[src/rtl/random_enemy.sv]
// Enemy lane selector: picks lane 0..2 on each trigger rising edge from a
// free-running Galois LFSR mixed with ammo and time; never three repeats in a row.
module random_enemy (
  input  logic       clk,
  input  logic       reset,
  input  logic       trigger,
  input  logic [7:0] ammo,
  input  logic [7:0] tm,
  output logic [1:0] rng
);

  localparam logic [15:0] LFSR_SEED = 16'hACE1;
  localparam logic [15:0] LFSR_TAPS = 16'hB400;

  logic [15:0] lfsr;
  logic [15:0] lfsr_nxt;
  logic        trig_q;
  logic        req;
  logic [1:0]  last;
  logic        last_v;
  logic        rng_v;
  logic [7:0]  mix;
  logic [7:0]  mix_mod;
  logic [1:0]  lane_raw;
  logic [1:0]  lane;

  // An all-zero LFSR would lock up, so it is reseeded instead.
  always_comb begin
    lfsr_nxt = (lfsr >> 1) ^ (lfsr[0] ? LFSR_TAPS : 16'h0000);
    if (lfsr == 16'h0000) lfsr_nxt = LFSR_SEED;
  end

  assign req      = trigger & ~trig_q;
  assign mix      = lfsr[7:0] ^ ammo ^ {tm[3:0], tm[7:4]};
  assign mix_mod  = mix % 8'd3;
  assign lane_raw = mix_mod[1:0];

  always_comb begin
    lane = lane_raw;
    if (last_v && (lane_raw == rng) && (lane_raw == last))
      lane = (lane_raw == 2'd2) ? 2'd0 : lane_raw + 2'd1;
  end

  // last_v follows rng_v so the repeat rule only sees lanes issued since reset.
  always_ff @(posedge clk) begin
    if (reset) begin
      lfsr   <= LFSR_SEED;
      trig_q <= 1'b0;
      rng    <= 2'd0;
      last   <= 2'd0;
      last_v <= 1'b0;
      rng_v  <= 1'b0;
    end else begin
      lfsr   <= lfsr_nxt;
      trig_q <= trigger;
      if (req) begin
        last   <= rng;
        last_v <= rng_v;
        rng_v  <= 1'b1;
        rng    <= lane;
      end
    end
  end

endmodule

[config.mk]
export PLATFORM = sky130hd
export DESIGN_NAME = random_enemy
export DESIGN_NICKNAME = d
export VERILOG_FILES = /design/src/rtl/random_enemy.sv
export SDC_FILE = /design/constraint.sdc
export NUM_CORES = 1
export LEC_CHECK = 0
export CAP_MARGIN = 20
export CORE_AREA = 2 2 64 54
export DETAILED_ROUTE_END_ITERATION = 16
export DIE_AREA = 0 0 66 56
export PLACE_DENSITY = 0.78
export REMOVE_ABC_BUFFERS = 1
export SLEW_MARGIN = 5
export SYNTH_ARGS = -nofsm -noshare
export SYNTH_HDL_FRONTEND = slang
export SYNTH_SLANG_ARGS = --single-unit
[constraint.sdc]
create_clock -name clk -period 10.2 [get_ports clk]
set_input_delay 1.02 -clock clk [delete_from_list [all_inputs] [get_ports clk]]
set_output_delay 1.02 -clock clk [all_outputs]
set_load 0.05 [all_outputs]
* Yosys cells after proc, flatten, opt, wreduce, memory -nomap -nowiden
Cells that the tools add are included.
** Word-level totals
- Flip-flop bits (word level) :: 23
- Bits of input ports :: 19
- Word-level logic and storage cells :: 23
** Operators by class
- $add $sub $neg :: 1
- Div/mod/pow operators :: 1
- Eq/ne operators :: 3
- Multiplexer cells :: 3
- Bitwise gates (word level) :: 5
- Reductions and logical operators :: 4
** Operator list (count)
- zero test 16 bit :: 1
- two-way mux 16 bit :: 1
- XOR 15 x 16 -> 16 bit :: 1
- XOR 8 bit :: 2
- remainder unit 8 x 2 -> 8 bit (second input constant) :: 1
- equality test 2 bit :: 2
- two-way mux 2 bit :: 2
- adder 2 x 1 -> 2 bit (second input constant) :: 1
- equality test 2 bit (second input constant) :: 1
- logical AND 1 bit :: 2
- OR reduction 2 bit :: 1
- bitwise AND 1 bit :: 1
- NOT 1 bit :: 1

* Logic depth before layout (Yosys ltp)
Gate-level depths: netlist of the first run.
- Depth after elaboration :: 7
- Gate-level depth with buffers :: 17
- Depth with buffers taken out :: 17

* Worst setup path after synthesis of the first run
No wires, ideal clock.
- Path type :: input port to flip-flop
- Start :: input port ammo[7]
- End :: register rng[0]
- Data arrival time :: 4.183 ns
- Required time :: 10.067 ns
- Path slack :: 5.884 ns
- Cell stages on the path :: 16
- Cells stage by stage :: xor3_1 > and3_1 > nor2_1 > o32a_1 > nand2_1 > ha_1 > o31ai_1 > o21a_1 > inv_1 > ha_1 > a31o_1 > or2_1 > buf_6 > xnor2_1 > a2111oi_0 > nor4_1
** Between the ends
- Cells in the longest elaborated chain, start to end :: 7
- Elaborated cells between the ends (all ways) :: 11
** RTL lines
- start: declaration :: line 7 : input logic [7:0] ammo,
- XOR 8 bit * (2 in a row) :: line 34 : assign mix = lfsr[7:0] ^ ammo ^ {tm[3:0], tm[7:4]};
- remainder unit 8 x 2 -> 8 bit * :: line 35 : assign mix_mod = mix % 8'd3;
- parallel branches: the longest is 3 deep, another holds adder 2 x 1 -> 2 bit
- two-way mux 2 bit * :: line 40 : if (last_v && (lane_raw == rng) && (lane_raw == last))
- end signal: assignment :: line 60 : rng <= lane;
- end: declaration :: line 9 : output logic [1:0] rng
Mark *: on every way between the ends.
A chain may end at the register's enable or synchronous reset.

* Final worst setup path of the first run
- Start :: input port ammo[5]
- End :: register rng[0]
The elaborated chain is that of the path after synthesis.

==> results of run 1 <==
[metrics by stage]
| stage | setup WS, ns | instance area (µm²) | util, % | hold WS [ns] |
|---|---|---|---|---|
| global route | 4.99 | 1860 | 61.6 | 0.470 |
| CTS | 5.31 | 1860 | 61.6 | 0.461 |
| floorplan | 5.91 | 1560 | - | 0.412 |
| detailed placement | 5.07 | 1810 | 60.1 | 0.441 |
| global placement | 5.24 | 1810 | 60.1 | 0.438 |
| finish | 5.28 | 1860 | 61.6 | 0.456 |
[worst max-delay path: stages]
cell             delay, ns
clkdlybuf4s50_1       0.47
xor3_1                0.56
and3_1                0.23
nor2_1                0.29
o32a_1                0.27
nand2_1               0.07
ha_1                  0.21
o31ai_1               0.25
o21a_1                0.23
inv_1                 0.08
ha_1                  0.19
a31o_1                0.22
or2_1                 0.31
xnor2_1               0.17
a2111oi_0             0.36
nor4_1                0.09
[layout make-up]
class / count / area (µm²)
fill: 244 / 1160
multi-input combinational: 128 / 1080
sequential: 23 / 460
timing repair buffer: 20 / 200
tap: 40 / 50.0
clock buffer: 4 / 45.0
inverter: 6 / 22.5
[logic make-up (layout without fill, tap and decap cells)]
| family | after synthesis | count (layout) | share of synthesized area, % |
|---|---|---|---|
| mux | 2 | 2 | 2.04 |
| compound gates | 38 | 38 | 20.6 |
| flops | 23 | 23 | 28.9 |
| buf+inv | 12 | 30 | 3.30 |
| xor+xnor | 23 | 23 | 21.1 |
| simple gates | 63 | 63 | 22.5 |
| fa+ha+maj | 2 | 2 | 1.57 |
[layout by cell type (no fill, tap or decap), types with 2 or more instances in the layout]
master           count
a211oi_1             2
a21oi_1              5
and2_1               6
and4_1               2
clkbuf_8             3
clkdlybuf4s50_1     20
dfxtp_1             23
ha_1                 2
inv_1                6
nand2_1             10
nand2b_1             7
nand3_1              5
nor2_1               9
nor2b_1              4
nor3_1               6
nor4_1               7
o211ai_1             2
o21a_1               4
o21ai_0              2
o21ai_1              2
o21ai_2              2
xnor2_1             10
xnor3_2              3
xor2_1               4
xor3_1               6
[metal layers]
metal  routed length [µm]  part of all wire, %  track usage (%)
met5                    0                    0                0
met4                   34                  1.0             4.37
met3                  129                  3.9             1.21
met2                 1590                   48             32.2
met1                 1550                   47             26.0
[worst max path at each step]
| stage | start | end | slack, ns |
|---|---|---|---|
| after floorplan | ammo[7] | rng[0] | 5.91 |
| after global placement | ammo[5] | rng[0] | 5.24 |
| after detailed placement | ammo[5] | rng[0] | 5.07 |
| after CTS | ammo[5] | rng[0] | 5.31 |
| after global routing | ammo[4] | rng[1] | 4.99 |
| final | ammo[5] | rng[0] | 5.28 |
[state kept, by name (all words and copies together) (netlist names)]
register  count
rng           2
rng_v         1
last_v        1
last          2
lfsr         16
trig_q        1
[power groups by stage]
stage	clock network [mW]	logic, mW	registers (mW)
3_5_place_dp	0	0.167	0.111
4_1_cts	0.0547	0.167	0.109
2_1_floorplan	0	0.122	0.117
3_3_place_gp	0	0.158	0.111
5_1_grt	0.0584	0.185	0.111
6_report	0.0551	0.168	0.109
==> reports/qor.csv, run 1 <==
metric;value;unit
grt_max_degree;15;
grt_pass1_vias;1244;
antenna_found_initial;0;
synth_area_leaders;dfxtp_1 29%, xor3_1 9.0%, xnor2_1 5.5%;
total_power;0.333;mW
synth_top_area_share;28.9;%
totalWireLength;3310;µm
cts_root_buffer;clkbuf_8;
initial_core_util;52.8;%
vias_per_cell;5.88;
clock.fmax;0.203;GHz
finalHoldViolCount;0;
critPathKind;input port to register;
synthDistinctLibCells;53;
grt_pass1_wl;5550;µm
internal-power;0.201;mW
die_y;56;µm
ys_seq_area_share;28.9;%
p_leak;0.715;nW
synth_top_area_cell;dfxtp_1;
worstPathRequired;10.34;ns
yosys_warnings;0;
clk_latency;0.26;ns
fin_skew;0.00718;ns
r2r_start;lfsr[7];
wl_per_cell;15.0;µm
rows;18;
max-vdd-ir-drop;0.0000820;V
power.share.switching;39.5;%
async_flop_share;0;%
route.detailed.drc;0;
finalSetupViolations;0;
hold_start;lfsr[8];
synthTopCellsByCount;23 x dfxtp_1, 10 x nand2_1, 10 x xnor2_1, 9 x nor2_1;
final_cells;221;
detail_route.first_pass.iterations;5;
slew_headroom;33.6;%
port_buffers;20;
cts_buffers;3;
hold_path.class;register to register;
globalRouteTotalUtil;18.9;%
synth_area;1590;µm²
cts.sinks;23;
yosysMostFrequentCell;dfxtp_1;
htree_num_levels;1;
startpoint_type;input port;
status;finished, final reports clean;
cts_setup_buffers;0;
cts_tree;built;
synth-edff-count;0;
cts.path.max_buffers;2;
num_vias;1300;
gp_congestion;0.871;
n_antenna_cell;0;
syn_inst;163;
net-switching-power;0.131;mW
r2r_end;rng[0];
rsz0062_at_grt;false;
drtAntennaViolNets;0;
clkTransAtPathRegs;0.08;ns
fin_crit_sh;48.2;%
core-area;3020;µm²
crit_fanout;7;
power_density;179;nW/µm²
detail_route.iter0.violations;69;
synth.avg_cell_area;9.77;µm²
dp.cells;217;
grt-ovfl-total;0;
power_frac_comb;50.6;%
cap_violations;0;
area_growth;16.7;%
io_pins;21;
slew_violations;0;
r2r_slack;6.21;ns
drive_above_1_share;8.84;%
tns;0;ns
cts_resized;0;
seq_power_share;32.8;%
die-area;3700;µm²
nets;203;
fp.dieW;66;µm
tightest_slew;0.984;ns
synth_flop_cell;dfxtp_1;
period_minus_slack;4.92;ns
holdPathEnd;lfsr[7];
end_kind;register;
crit_arrival;5.06;ns
ctsHoldBuffers;0;
pwr-share-clk;16.6;%
synth-seq-cells;23;
dp.final_hpwl;2620;µm
whs_path_depth;1;
reg2reg_depth;15;
Power figures use the tool's default switching activity.
==> run 2: changes to the inputs <==
--- a/config.mk
+++ b/config.mk
@@ -6,10 +6,10 @@
 export NUM_CORES = 1
 export LEC_CHECK = 0
 export CAP_MARGIN = 20
-export CORE_AREA = 2 2 64 54
+export CORE_AREA = 2 2 67 56
 export DETAILED_ROUTE_END_ITERATION = 16
-export DIE_AREA = 0 0 66 56
-export PLACE_DENSITY = 0.78
+export DIE_AREA = 0 0 69 58
+export PLACE_DENSITY = 0.76
 export REMOVE_ABC_BUFFERS = 1
 export SLEW_MARGIN = 5
 export SYNTH_ARGS = -nofsm -noshare
==> constraint.sdc (replaced) <==
create_clock -name clk -period 4.3 [get_ports clk]
set_input_delay 0.43 -clock clk [delete_from_list [all_inputs] [get_ports clk]]
set_output_delay 0.43 -clock clk [all_outputs]
set_load 0.05 [all_outputs]
==> run 2 against run 1 <==
Against the previous run:
- worst setup slack got worse by 5.0 ns
- critical path type unchanged
- clock-buffer cell count fell by 1
- sequential power up 140%
==> reports/qor.csv, run 2 (synthesis gave the netlist of run 1 again) <==
metric;value;unit;change
cap_violations;0;;unchanged
cts_resized;0;;unchanged
pwr-share-clk;16.1;%;was 16.6%
status;finished, final reports clean;;unchanged
fin_crit_sh;94.2;%;
dp.final_hpwl;2570;µm;was 2620 µm
drtAntennaViolNets;0;;unchanged
r2r_start;lfsr[4];;was lfsr[7]
worstPathRequired;4.44;ns;was 10.34 ns
slowest_stage;xnor3_2;;was xor3_1
net-switching-power;0.321;mW;was 0.131 mW
max-vdd-ir-drop;0.000190;V;was 0.0000820 V
r2r_end;rng[0];;unchanged
cts.path.max_buffers;2;;unchanged
die-area;4000;µm²;was 3700 µm²
route.detailed.drc;0;;unchanged
initial_core_util;47.9;%;was 52.8%
hold_path.class;register to register;;unchanged
hold_start;lfsr[12];;was lfsr[8]
tightest_slew;0.943;ns;was 0.984 ns
globalRouteTotalUtil;17.1;%;was 18.9%
rsz0062_at_grt;false;;unchanged
finalSetupViolations;0;;unchanged
cts_root_buffer;clkbuf_8;;unchanged
reg2reg_depth;16;;was 15
end_kind;register;;unchanged
num-fill-cells;293;;was 244
internal-power;0.501;mW;was 0.201 mW
cts_tree;built;;unchanged
clkTransAtPathRegs;0.08;ns;about the same
startpoint_type;input port;;unchanged
grt_max_degree;15;;unchanged
cts_setup_buffers;0;;unchanged
finalHoldViolCount;0;;unchanged
tns;0;ns;unchanged
wl_per_cell;14.3;µm;was 15.0 µm
seq_area;460;µm²;unchanged
power_density;428;nW/µm²;was 179 nW/µm²
critPathKind;input port to register;;unchanged
dp.cells;225;;was 217
io_pins;21;;unchanged
fin_skew;0.00141;ns;was 0.00718 ns
die_y;58;µm;was 56 µm
regMostFlops;lfsr;;unchanged
clk_latency;0.26;ns;about the same
multi_input_area;1090;µm²;was 1080 µm²
power_frac_comb;52.4;%;was 50.6%
clock.fmax;0.247;GHz;
totalWireLength;3280;µm;was 3310 µm
largest_register_ffs;16;;unchanged
grt_pass1_wl;5570;µm;was 5550 µm
reg_top3;lfsr x16, last x2, rng x2;;unchanged
vias_per_cell;5.69;;was 5.88
final_cells;229;;was 221
seq_power_share;31.5;%;was 32.8%
slew_headroom;36.3;%;was 33.6%
fp.dieW;69;µm;was 66 µm
grt-ovfl-total;0;;unchanged
n_antenna_cell;0;;unchanged
port_buffers;20;;unchanged
final_common_cell;dfxtp_1;;unchanged
drive_above_1_share;13.9;%;was 8.84%
cp-startpoint;ammo[4];;was ammo[5]
ctsHoldBuffers;0;;unchanged
nets;209;;was 203
htree_num_levels;1;;unchanged
cts_buffers;3;;unchanged
detail_route.first_pass.iterations;4;;was 5
holdPathEnd;lfsr[11];;was lfsr[7]
area_growth;20.5;%;was 16.7%
period_minus_slack;4.05;ns;
r2r_slack;0.54;ns;was 6.21 ns
crit_arrival;4.19;ns;was 5.06 ns
num_vias;1303;;was 1300
power.share.switching;39.0;%;was 39.5%
cp_cell_sequence;clkdlybuf4s50_1 -> xnor3_2 -> buf_4 -> xnor2_1 -> o21a_1 -> o32a_1 -> nand2_1 -> ha_1 -> o31ai_1 -> o21a_1 -> inv_1 -> ha_1 -> a31o_1 -> or2_4 -> xnor2_1 -> a2111oi_1 -> nor4_1;;was clkdlybuf4s50_1 -> xor3_1 -> and3_1 -> nor2_1 -> o32a_1 -> nand2_1 -> ha_1 -> o31ai_1 -> o21a_1 -> inv_1 -> ha_1 -> a31o_1 -> or2_1 -> xnor2_1 -> a2111oi_0 -> nor4_1
grt_pass1_vias;1258;;was 1244
cp_slowest_stage_delay;0.49;ns;was 0.56 ns
whs_path_depth;1;;unchanged
gp_congestion;0.803;;was 0.871
core-area;3330;µm²;was 3020 µm²
crit_fanout;6;;was 7
final_cell_mix;23 x dfxtp_1, 20 x clkdlybuf4s50_1, 10 x xnor2_1, 10 x nand2_1, 9 x nor2_1;;unchanged
rows;19;;was 18
cts.sinks;23;;unchanged
detail_route.iter0.violations;89;;was 69
p_leak;0.749;nW;was 0.715 nW
antenna_found_initial;0;;unchanged
slew_violations;0;;unchanged
==> run 2: how the worst max path moves through the flow <==
stage / endpoint / slack, ns
floorplan: rng[0] / 0.60
global placement: rng[0] / 0.08
detailed placement: rng[0] / -0.11
CTS: rng[0] / 0.14
global route: rng[1] / 0.05
finish: rng[0] / 0.25
==> run 2: final cells by class <==
cell class              count  share of cell area (%)
well taps                  42                    2.74
multi-input cells         128                    56.9
inverters                   6                    1.17
clock buffers               3                    2.15
flip-flops and latches     23                    24.0
repair buffers             26                    12.8
clock inverters             1                   0.261
==> run 2: metrics by stage <==
step | worst slack (ns) | util, % | cell area (µm²) | hold WS, ns | power, mW
5_1_grt | 0.0543 | 57.7 | 1920 | 0.493 | 0.874
3_3_place_gp | 0.0751 | 55.9 | 1860 | 0.434 | 0.658
6_report | 0.251 | 57.7 | 1920 | 0.458 | 0.821
2_1_floorplan | 0.597 | - | 1560 | 0.412 | 0.568
4_1_cts | 0.139 | 57.3 | 1910 | 0.459 | 0.807
3_5_place_dp | -0.114 | 55.9 | 1860 | 0.425 | 0.674
==> run 2: routing by layer <==
layer	part of all wire [%]	GRT usage (%)	vias to the layer above
met5	0	0	-
met4	1.6	7.00	0
met3	3.7	2.26	4
met2	49	29.1	28
met1	45	22.4	620
li1	-	-	651
==> run 2: power by group through the flow <==
| stage | clock network (mW) | logic, mW | registers, mW |
|---|---|---|---|
| 3_5_place_dp | 0 | 0.411 | 0.262 |
| 5_1_grt | 0.143 | 0.468 | 0.263 |
| 4_1_cts | 0.135 | 0.413 | 0.258 |
| 3_3_place_gp | 0 | 0.395 | 0.262 |
| 2_1_floorplan | 0 | 0.290 | 0.278 |
| 6_report | 0.132 | 0.430 | 0.259 |
==> run 2: critical path: cells and delay by family <==
kind / cells / cell delay [ns]
AO/OA/AOI/OAI: 6 / 1.36
XOR/XNOR: 3 / 0.82
adder cells (fa/ha/maj): 2 / 0.39
buffers and inverters: 3 / 0.72
AND/OR/NAND/NOR: 3 / 0.45
